==> src/rtl/serial_alu_sequencer.sv <==
// Bit-serial ALU: one bit per clock through a 1-bit slice, with the ripple carry held in a register.
// Latency: WIDTH+1 cycles from the accept edge to the done pulse (33 for WIDTH=32).
// Backpressure: start is ignored while busy; it is not queued and no error is raised.
module serial_alu_sequencer #(
  parameter int WIDTH = 32
) (
  input  logic             clk,
  input  logic             rst,
  input  logic             start,
  input  logic [WIDTH-1:0] a,
  input  logic [WIDTH-1:0] b,
  input  logic [2:0]       op,
  output logic             busy,
  output logic             done,
  output logic [WIDTH-1:0] result,
  output logic             c_out,
  output logic             overflow,
  output logic             zero
);

  localparam int IW = $clog2(WIDTH);
  localparam logic [IW-1:0] LAST = IW'(WIDTH - 1);

  localparam logic [2:0] OP_AND = 3'b000;
  localparam logic [2:0] OP_OR  = 3'b001;
  localparam logic [2:0] OP_ADD = 3'b010;
  localparam logic [2:0] OP_SUB = 3'b110;
  localparam logic [2:0] OP_SLT = 3'b111;

  typedef enum logic [1:0] {IDLE, SHIFT, FIXUP} state_t;

  state_t           state, state_nx;
  logic [WIDTH-1:0] a_q, b_q, shadow;
  logic [2:0]       op_q;
  logic [IW-1:0]    idx;
  logic             carry_q, v_q, set_q;

  logic             is_sub, is_arith;
  logic             a_bit, b_bit, sum_bit, cry_bit, slice_bit;
  logic [WIDTH-1:0] res_nx;

  // State register
  always_ff @(posedge clk) begin
    if (rst) state <= IDLE;
    else     state <= state_nx;
  end

  // Next-state logic: IDLE -> SHIFT on start, SHIFT until the MSB, one FIXUP cycle
  always_comb begin
    state_nx = state;
    case (state)
      IDLE:    if (start) state_nx = SHIFT;
      SHIFT:   if (idx == LAST) state_nx = FIXUP;
      FIXUP:   state_nx = IDLE;
      default: state_nx = IDLE;
    endcase
  end

  // One ALU slice for the current bit position; B is inverted for SUB/SLT
  always_comb begin
    is_sub   = (op_q == OP_SUB) || (op_q == OP_SLT);
    is_arith = is_sub || (op_q == OP_ADD);
    a_bit    = a_q[idx];
    b_bit    = b_q[idx] ^ is_sub;
    sum_bit  = a_bit ^ b_bit ^ carry_q;
    cry_bit  = (a_bit & b_bit) | (a_bit & carry_q) | (b_bit & carry_q);
    case (op_q)
      OP_AND:  slice_bit = a_q[idx] & b_q[idx];
      OP_OR:   slice_bit = a_q[idx] | b_q[idx];
      default: slice_bit = sum_bit;
    endcase
  end

  // Word result selection at FIXUP; unsupported ops yield zero
  always_comb begin
    res_nx = '0;
    case (op_q)
      OP_AND, OP_OR, OP_ADD, OP_SUB: res_nx = shadow;
      OP_SLT:  res_nx = {{(WIDTH-1){1'b0}}, set_q};
      default: res_nx = '0;
    endcase
  end

  // Datapath: operand latch, per-bit shadow/carry update, MSB flags, output writeback
  always_ff @(posedge clk) begin
    if (rst) begin
      a_q      <= '0;
      b_q      <= '0;
      op_q     <= OP_AND;
      idx      <= '0;
      carry_q  <= 1'b0;
      v_q      <= 1'b0;
      set_q    <= 1'b0;
      shadow   <= '0;
      busy     <= 1'b0;
      done     <= 1'b0;
      result   <= '0;
      c_out    <= 1'b0;
      overflow <= 1'b0;
      zero     <= 1'b1;
    end else begin
      done <= 1'b0;
      case (state)
        IDLE: begin
          if (start) begin
            a_q     <= a;
            b_q     <= b;
            op_q    <= op;
            idx     <= '0;
            carry_q <= (op == OP_SUB) || (op == OP_SLT);
            busy    <= 1'b1;
          end
        end
        SHIFT: begin
          shadow[idx] <= slice_bit;
          carry_q     <= cry_bit;
          if (idx == LAST) begin
            // MSB slice: overflow is carry-in xor carry-out; set corrects the sign by it
            v_q   <= carry_q ^ cry_bit;
            set_q <= sum_bit ^ (carry_q ^ cry_bit);
          end else begin
            idx <= idx + IW'(1);
          end
        end
        FIXUP: begin
          result   <= res_nx;
          zero     <= (res_nx == '0);
          c_out    <= is_arith ? carry_q : 1'b0;
          overflow <= is_arith ? v_q : 1'b0;
          done     <= 1'b1;
          busy     <= 1'b0;
        end
        default: ;
      endcase
    end
  end

endmodule

==> config.mk <==
export PLATFORM = sky130hd
export DESIGN_NAME = serial_alu_sequencer
export DESIGN_NICKNAME = d
export VERILOG_FILES = /design/src/rtl/serial_alu_sequencer.sv
export SDC_FILE = /design/constraint.sdc
export NUM_CORES = 1
export LEC_CHECK = 0
export BUFFER_PORTS_ARGS = -buffer_cell sky130_fd_sc_hd__buf_2
export CORE_UTILIZATION = 35
export CTS_BUF_LIST = sky130_fd_sc_hd__clkbuf_8
export DETAILED_ROUTE_END_ITERATION = 6
export PLACE_DENSITY_LB_ADDON = 0.12
export SLEW_MARGIN = 20
export SYNTH_ARGS = -nofsm -noshare
export SYNTH_HDL_FRONTEND = slang
export SYNTH_SLANG_ARGS = --single-unit
==> constraint.sdc <==
create_clock -name clk -period 3.11 [get_ports clk]
set_clock_uncertainty 0.1 [all_clocks]
set_input_delay 0.4665 -clock clk [delete_from_list [all_inputs] [get_ports clk]]
set_output_delay 0.4665 -clock clk [all_outputs]
set_load 0.01 [all_outputs]
== After elaboration in Yosys (flattened, before gate mapping) ==
Cells that the tools add are included.
Operators by class
  $add $sub $neg: 1
  $lt $le $gt $ge: 2
  eq/ne operators: 12
  muxes and demuxes: 22
  bitwise operators: 12
  reductions and logical operators: 16
Operators with widths (count)
  32-bit case mux with 2 select lines: 1
  32-bit bitwise mux: 1
  32-bit zero test: 1
  3-bit equality test, second input constant: 4
  1-bit binary-select mux with 5-bit select: 2
  5-bit two-way mux: 2
  5-bit case mux with 2 select lines: 1
  2-bit AND reduction: 5
  1-bit two-way mux: 8
  5-bit by 6-bit less-than comparator with 1-bit output, second input constant: 1
  2-bit != test, second input constant: 3
  1-bit case mux with 2 select lines: 3
  5-bit by 1-bit adder with 5-bit output, second input constant: 1
  1-bit demux with 5-bit select: 1
  5-bit equality test, second input constant: 1
  5-bit by 1-bit greater-or-equal comparator with 1-bit output, second input constant: 1
  1-bit bitwise XOR: 5
  1-bit AND: 4
  2-bit two-way mux: 2
  2-bit case mux with 2 select lines: 1
  2-bit nonzero test: 2
  4-bit OR reduction: 1
  3-bit by 1-bit equality test with 1-bit output, second input constant: 1
  3-bit by 2-bit equality test with 1-bit output, second input constant: 1
  other kinds (8): 12
Word-level totals
  bits in registers: 146
  bits of input ports: 70
  output and inout bits: 37
  logic and storage cells: 80

== Depth between registers and ports, before layout ==
  depth after elaboration: 8
  gate-level depth with buffers: 12
  depth with buffers taken out: 10

== Worst setup path before layout ==
No wires, ideal clock.
  kind: register to register
  start point: register idx[1]
  end point: register shadow[15]
  setup time: 0.141 ns
  arrival time: 2.740 ns
  required time: 2.869 ns
  path slack: 0.129 ns
  stages on the path, launching flop included: 13
  path buffers: 3
  period minus slack after synthesis: 2.981 ns
  cell sequence: dfxtp_1 -> buf_4 -> buf_2 -> mux2i_1 -> o22ai_1 -> nor4_1 -> nor2_1 -> o21a_1 -> nor2_1 -> fa_1 -> nand2_1 -> clkbuf_1 -> a311oi_2
On the way
  cells in the longest elaborated chain, start to end: 7
  elaborated cells on any way between the ends: 16
  those cells by class: 2 x order compare; 8 x mux; 5 x bitwise; 1 x reduce/logical
RTL lines
  from (decl): RTL line 35  | logic [IW-1:0] idx;
  from (signal assigned): RTL line 122  | idx <= idx + IW'(1);
  1-bit binary-select mux with 5-bit select: RTL line 64, 68, 69
  1-bit two-way mux (implied by the code): RTL line 64, 68, 69
  1-bit bitwise XOR: RTL line 64  | b_bit = b_q[idx] ^ is_sub;
  1-bit bitwise XOR (2 in series): RTL line 65  | sum_bit = a_bit ^ b_bit ^ carry_q;
  1-bit case mux with 2 select lines: RTL line 67  | case (op_q)
  32-bit bitwise mux *: RTL line 115  | shadow[idx] <= slice_bit;
  to (signal, indexed assignment): RTL line 115
  to (decl): RTL line 33  | logic [WIDTH-1:0] a_q, b_q, shadow;
Every way passes the cells marked *; elsewhere a longest branch is shown, timed or not. The select of a mux whose other input is x is not followed.
A chain may end at the register's enable or synchronous reset.

== Final worst setup path ==
  start point: register idx[1]
  end point: register shadow[4]
The elaborated chain is that of the path after synthesis.

==> results.env <==
ACCUMULATED_NEGATIVE_SETUP_SLACK_NS=0
PERIOD_SHARE=0.9337
SYNTH_LARGEST_AREA_CELL='dfxtp_1'
CTSHOLDBUFFERS=0
FIRST_PASS_GRT_WIRE_LENGTH_UM=25210
FINAL_MAX_SLEW_VIOL_COUNT=0
CRITICAL_PATH_ARRIVAL_NS=3.11
SYNTHFLOPTYPE='dfxtp_1'
SETUP_CRIT_PATH_KIND='reg2reg'
WORSTSETUPSTARTPOINT='idx[1]$_SDFFE_PP0P_'
SYNTH.LIB_CELLS_USED.DISTINCT=41
CRITPATHCAPTURETYPE='flop'
YOSYS-TOP-CELLS-COUNT='nand2_1 (150), dfxtp_1 (146), a21oi_1 (72)'
FINAL_NETS=855
DIEAREA_UM2=17560
YOSYSWARNINGS=0
GRT_USE_TOTAL=0.1818
CTS_NUM_SINKS=146
CRIT_PATH_CELL_TRACE='mux2i_1 -> o22ai_1 -> nor4_1 -> nor2_1 -> o21a_1 -> nor2_1 -> fa_1 -> nand2_1 -> buf_12 -> a311oi_1'
CHIPHEIGHT_UM=132.5
GRT_REMAINING_OVERFLOW=0
POWER_PER_CELL_AREA_nW_PER_UM2=534.3
CRIT_PATH_MAX_INCR_DELAY_NS=0.50
CAP_VIOLATIONS=0
LEAKAGEPOWER_nW=2.888
WORST_R2R_STARTPOINT='idx[1]$_SDFFE_PP0P_'
WORST_SKEW_PAIR.LATE_LATENCY_NS=0.45
SYN-MEAN-INSTANCE-AREA_UM2=8.705
MIN-DELAY-PATH-CLASS='in2reg'
DESIGN_POWER_TOTAL_mW=3.817
WORSTSETUPSTARTPOINTTYPE='flop'
FINAL.SETUP.WORST_SLACK_NS=0.2062
POST_SYNTH_INST_COUNT=685
RSZ0062_AT_GRT='no'
TOTALWIRELENGTH_UM=15200
FIRST_PASS_ITERS=4
MAXSLEWHEADROOM=0.5428
HTREE_LEVELS=4
SYNTH.TOP_CELL.AREA_SHARE=0.4901
WORST_SLACK_PLACED_NS=0.06277
POST_SYNTH_MAIN_AREA_CONTRIBUTORS='dfxtp_1 (49%), nand2_1 (9.4%), a21oi_1 (6.0%), mux2i_1 (5.7%), a22o_1 (4.7%)'
FINALSETUPVIOLATIONS=0
ROUTABILITY_CONGESTION_ESTIMATE=0.8377
ROUTE.DETAILED.WL_PER_INST_UM=15.06
HPWLAFTERDP_UM=10780
NUM_ROWS=47
AREA.GROWTH.SYNTH_TO_FINAL_PCT=19.81
TRITONCTS.NUM_BUFFERS=17
CTS_TREE='done'
TIMING.FMAX_MHz=344.4
CPMAXSTAGEDELAYCELL='dfxtp_4'
BUFFER_PORTS.INSERTED=106
YOSYS_REGISTER_BITS=146
IOS=107
OUTCOME='finished, final reports clean'
WORSTPATHREQUIRED_NS=3.32
MIN_PERIOD_NS=2.904
MAX-CLOCK-PATH-BUFFERS=2
DRT-INITIAL-DRC-COUNT=253
VIA_COUNT_OF_THE_FIRST_GLOBAL_ROUTING_PASS=4963
LAYOUT-DRIVE-GT1-SHARE=0.2142
SYNTH-EDFF-COUNT=0
DRC=0
YOSYSSEQAREASHARE=0.4901
IRDROPWORSTVDD_V=0.0002567
GRT_MAX_DEGREE=68
ROUTE.DETAILED.VIAS_PER_INST=5.008
FLOORPLAN.CORE_AREA_UM2=16580
FINALHOLDVIOLATIONS=0
ANTENNA_FOUND_INITIAL=0
FP.DIEW_UM=132.5
NUM-FILL-CELLS=1731
ROUTE.ANTENNA.REMAINING_NETS=0
CPLARGESTDELAYFAMILY='simple AND/OR/NAND/NOR gates'
SYNTH_MOST_COMMON_CELL='nand2_1'
TIMING_WORST_SLEW_PIN_VALUE_NS=0.6858
HOLD_PATH.STARTPOINT='a[15]'
CLK_PIN_SLEW_WORST_PATHS_NS=0.08
DR_VIAS=5053
POSTSYNTHNETCOUNT=762
WORST_PATH_MOST_REPEATED_CELL='nor2_1'
WORSTPATHMAXFANOUT=32
ROOT_BUFFER='clkbuf_8'
INITIAL_UTILIZATION=0.3596
ASYNCSETRESETFLOPFRACSYNTH=0
CP_NUM_BUF_INV=1
NUMBER_OF_INSERTED_DIODES=0
SYN-CELL-AREA_UM2=5963
==> cell type report <==
type                            count  area, um^2  area share
Sequential cell                   146        2929      0.4100
Multi-Input combinational cell    482        2809      0.3932
Timing Repair Buffer              127       715.7      0.1002
Tap cell                          220       275.3     0.03853
Clock buffer                       19       261.5     0.03660
Clock inverter                     11       138.9     0.01944
Inverter                            4       15.01    0.002102
==> sequential cells by signal, indices dropped and copies added, names as in the netlist <==
| name | cells |
|---|---|
| v_q | 1 |
| zero | 1 |
| result | 32 |
| done | 1 |
| b_q | 32 |
| a_q | 32 |
| carry_q | 1 |
| busy | 1 |
| state | 2 |
| op_q | 3 |
| c_out | 1 |
| idx | 5 |
| set_q | 1 |
| overflow | 1 |
| shadow | 32 |
==> per-stage QoR <==
step                instances  utilization  hold WS (ns)  area, um^2
global route             1009       0.4308        0.1244        7144
detailed placement        979       0.4058        0.3484        6730
CTS                      1009       0.4300        0.1082        7131
floorplan                 685            -        0.3316        5963
finish                   1009       0.4308        0.1481        7144
global placement          979       0.4058        0.3440        6730
==> layer usage <==
layer,share of wire,wire length [um],vias to the layer above,track usage
li1,-,-,2588,-
met5,0,0,-,0
met1,0.47,7095,2350,0.2298
met2,0.49,7372,105,0.2991
met4,0.013,191,0,0.08557
met3,0.035,536,10,0.03372
==> cell families (layout without fill, tap and decap cells) <==
kind of cell | Yosys count | after routing | share of synthesized area
compound gates | 194 | 194 | 0.2159
xor+xnor | 3 | 3 | 0.004407
fa+ha+maj | 7 | 7 | 0.01721
buf+inv | 57 | 161 | 0.04238
flops | 146 | 146 | 0.4901
mux | 34 | 34 | 0.05707
simple gates | 244 | 244 | 0.1729
==> cells in the final DEF, fill, tap and decap left out, types with 2 or more instances in the layout <==
| cell type | count |
|---|---|
| mux2i_1 | 34 |
| nand3_1 | 5 |
| dfxtp_2 | 2 |
| fa_1 | 2 |
| buf_2 | 105 |
| dfxtp_1 | 143 |
| and3_1 | 2 |
| a22oi_1 | 2 |
| nand3b_1 | 3 |
| nand2_1 | 150 |
| a311oi_1 | 3 |
| nor4_1 | 8 |
| nor4_2 | 2 |
| a21oi_1 | 71 |
| buf_12 | 2 |
| o21ai_0 | 2 |
| inv_1 | 6 |
| nor2_1 | 52 |
| ha_1 | 5 |
| buf_4 | 20 |
| a211oi_1 | 2 |
| clkinv_2 | 2 |
| nand2b_1 | 2 |
| o21a_1 | 2 |
| nor3_1 | 4 |
| nor2b_1 | 4 |
| a31oi_1 | 29 |
| xor2_1 | 2 |
| or3b_1 | 3 |
| clkbuf_8 | 19 |
| clkinvlp_4 | 3 |
| nand4_1 | 3 |
| a22o_1 | 32 |
| bufinv_16 | 3 |
| o21bai_1 | 29 |
| o22ai_1 | 17 |
==> repair_timing <==
item	CTS	global route
setup endpoints to repair	0	32
buffers inserted	0	0
resized for setup	0	5
==> power by group <==
part	internal, mW	switching, mW	leakage (nW)
Clock	0.820	0.697	0.202
Combinational	0.133	0.200	1.50
Sequential	1.93	0.0398	1.19
==> final timing paths <==
kind | endpoint | slack [ns] | cells past startpoint
setup / recovery | shadow[4]$_SDFFE_PP0P_ | 0.21 | 10
hold / removal | a_q[15]$_SDFFE_PP0P_ | 0.15 | 3
setup reg to reg | shadow[4]$_SDFFE_PP0P_ | 0.21 | 10
hold reg to reg | a_q[19]$_SDFFE_PP0P_ | 0.36 | 2
==> worst reg2reg max path, delay by kind of cell, from the launching register on <==
family	cells	cell delay, ns
flops	1	0.50
fa+ha+maj	1	0.45
simple gates	4	0.83
mux	1	0.27
buf+inv	1	0.19
compound gates	3	0.42
No activity file was read; power rests on OpenSTA's default activity.
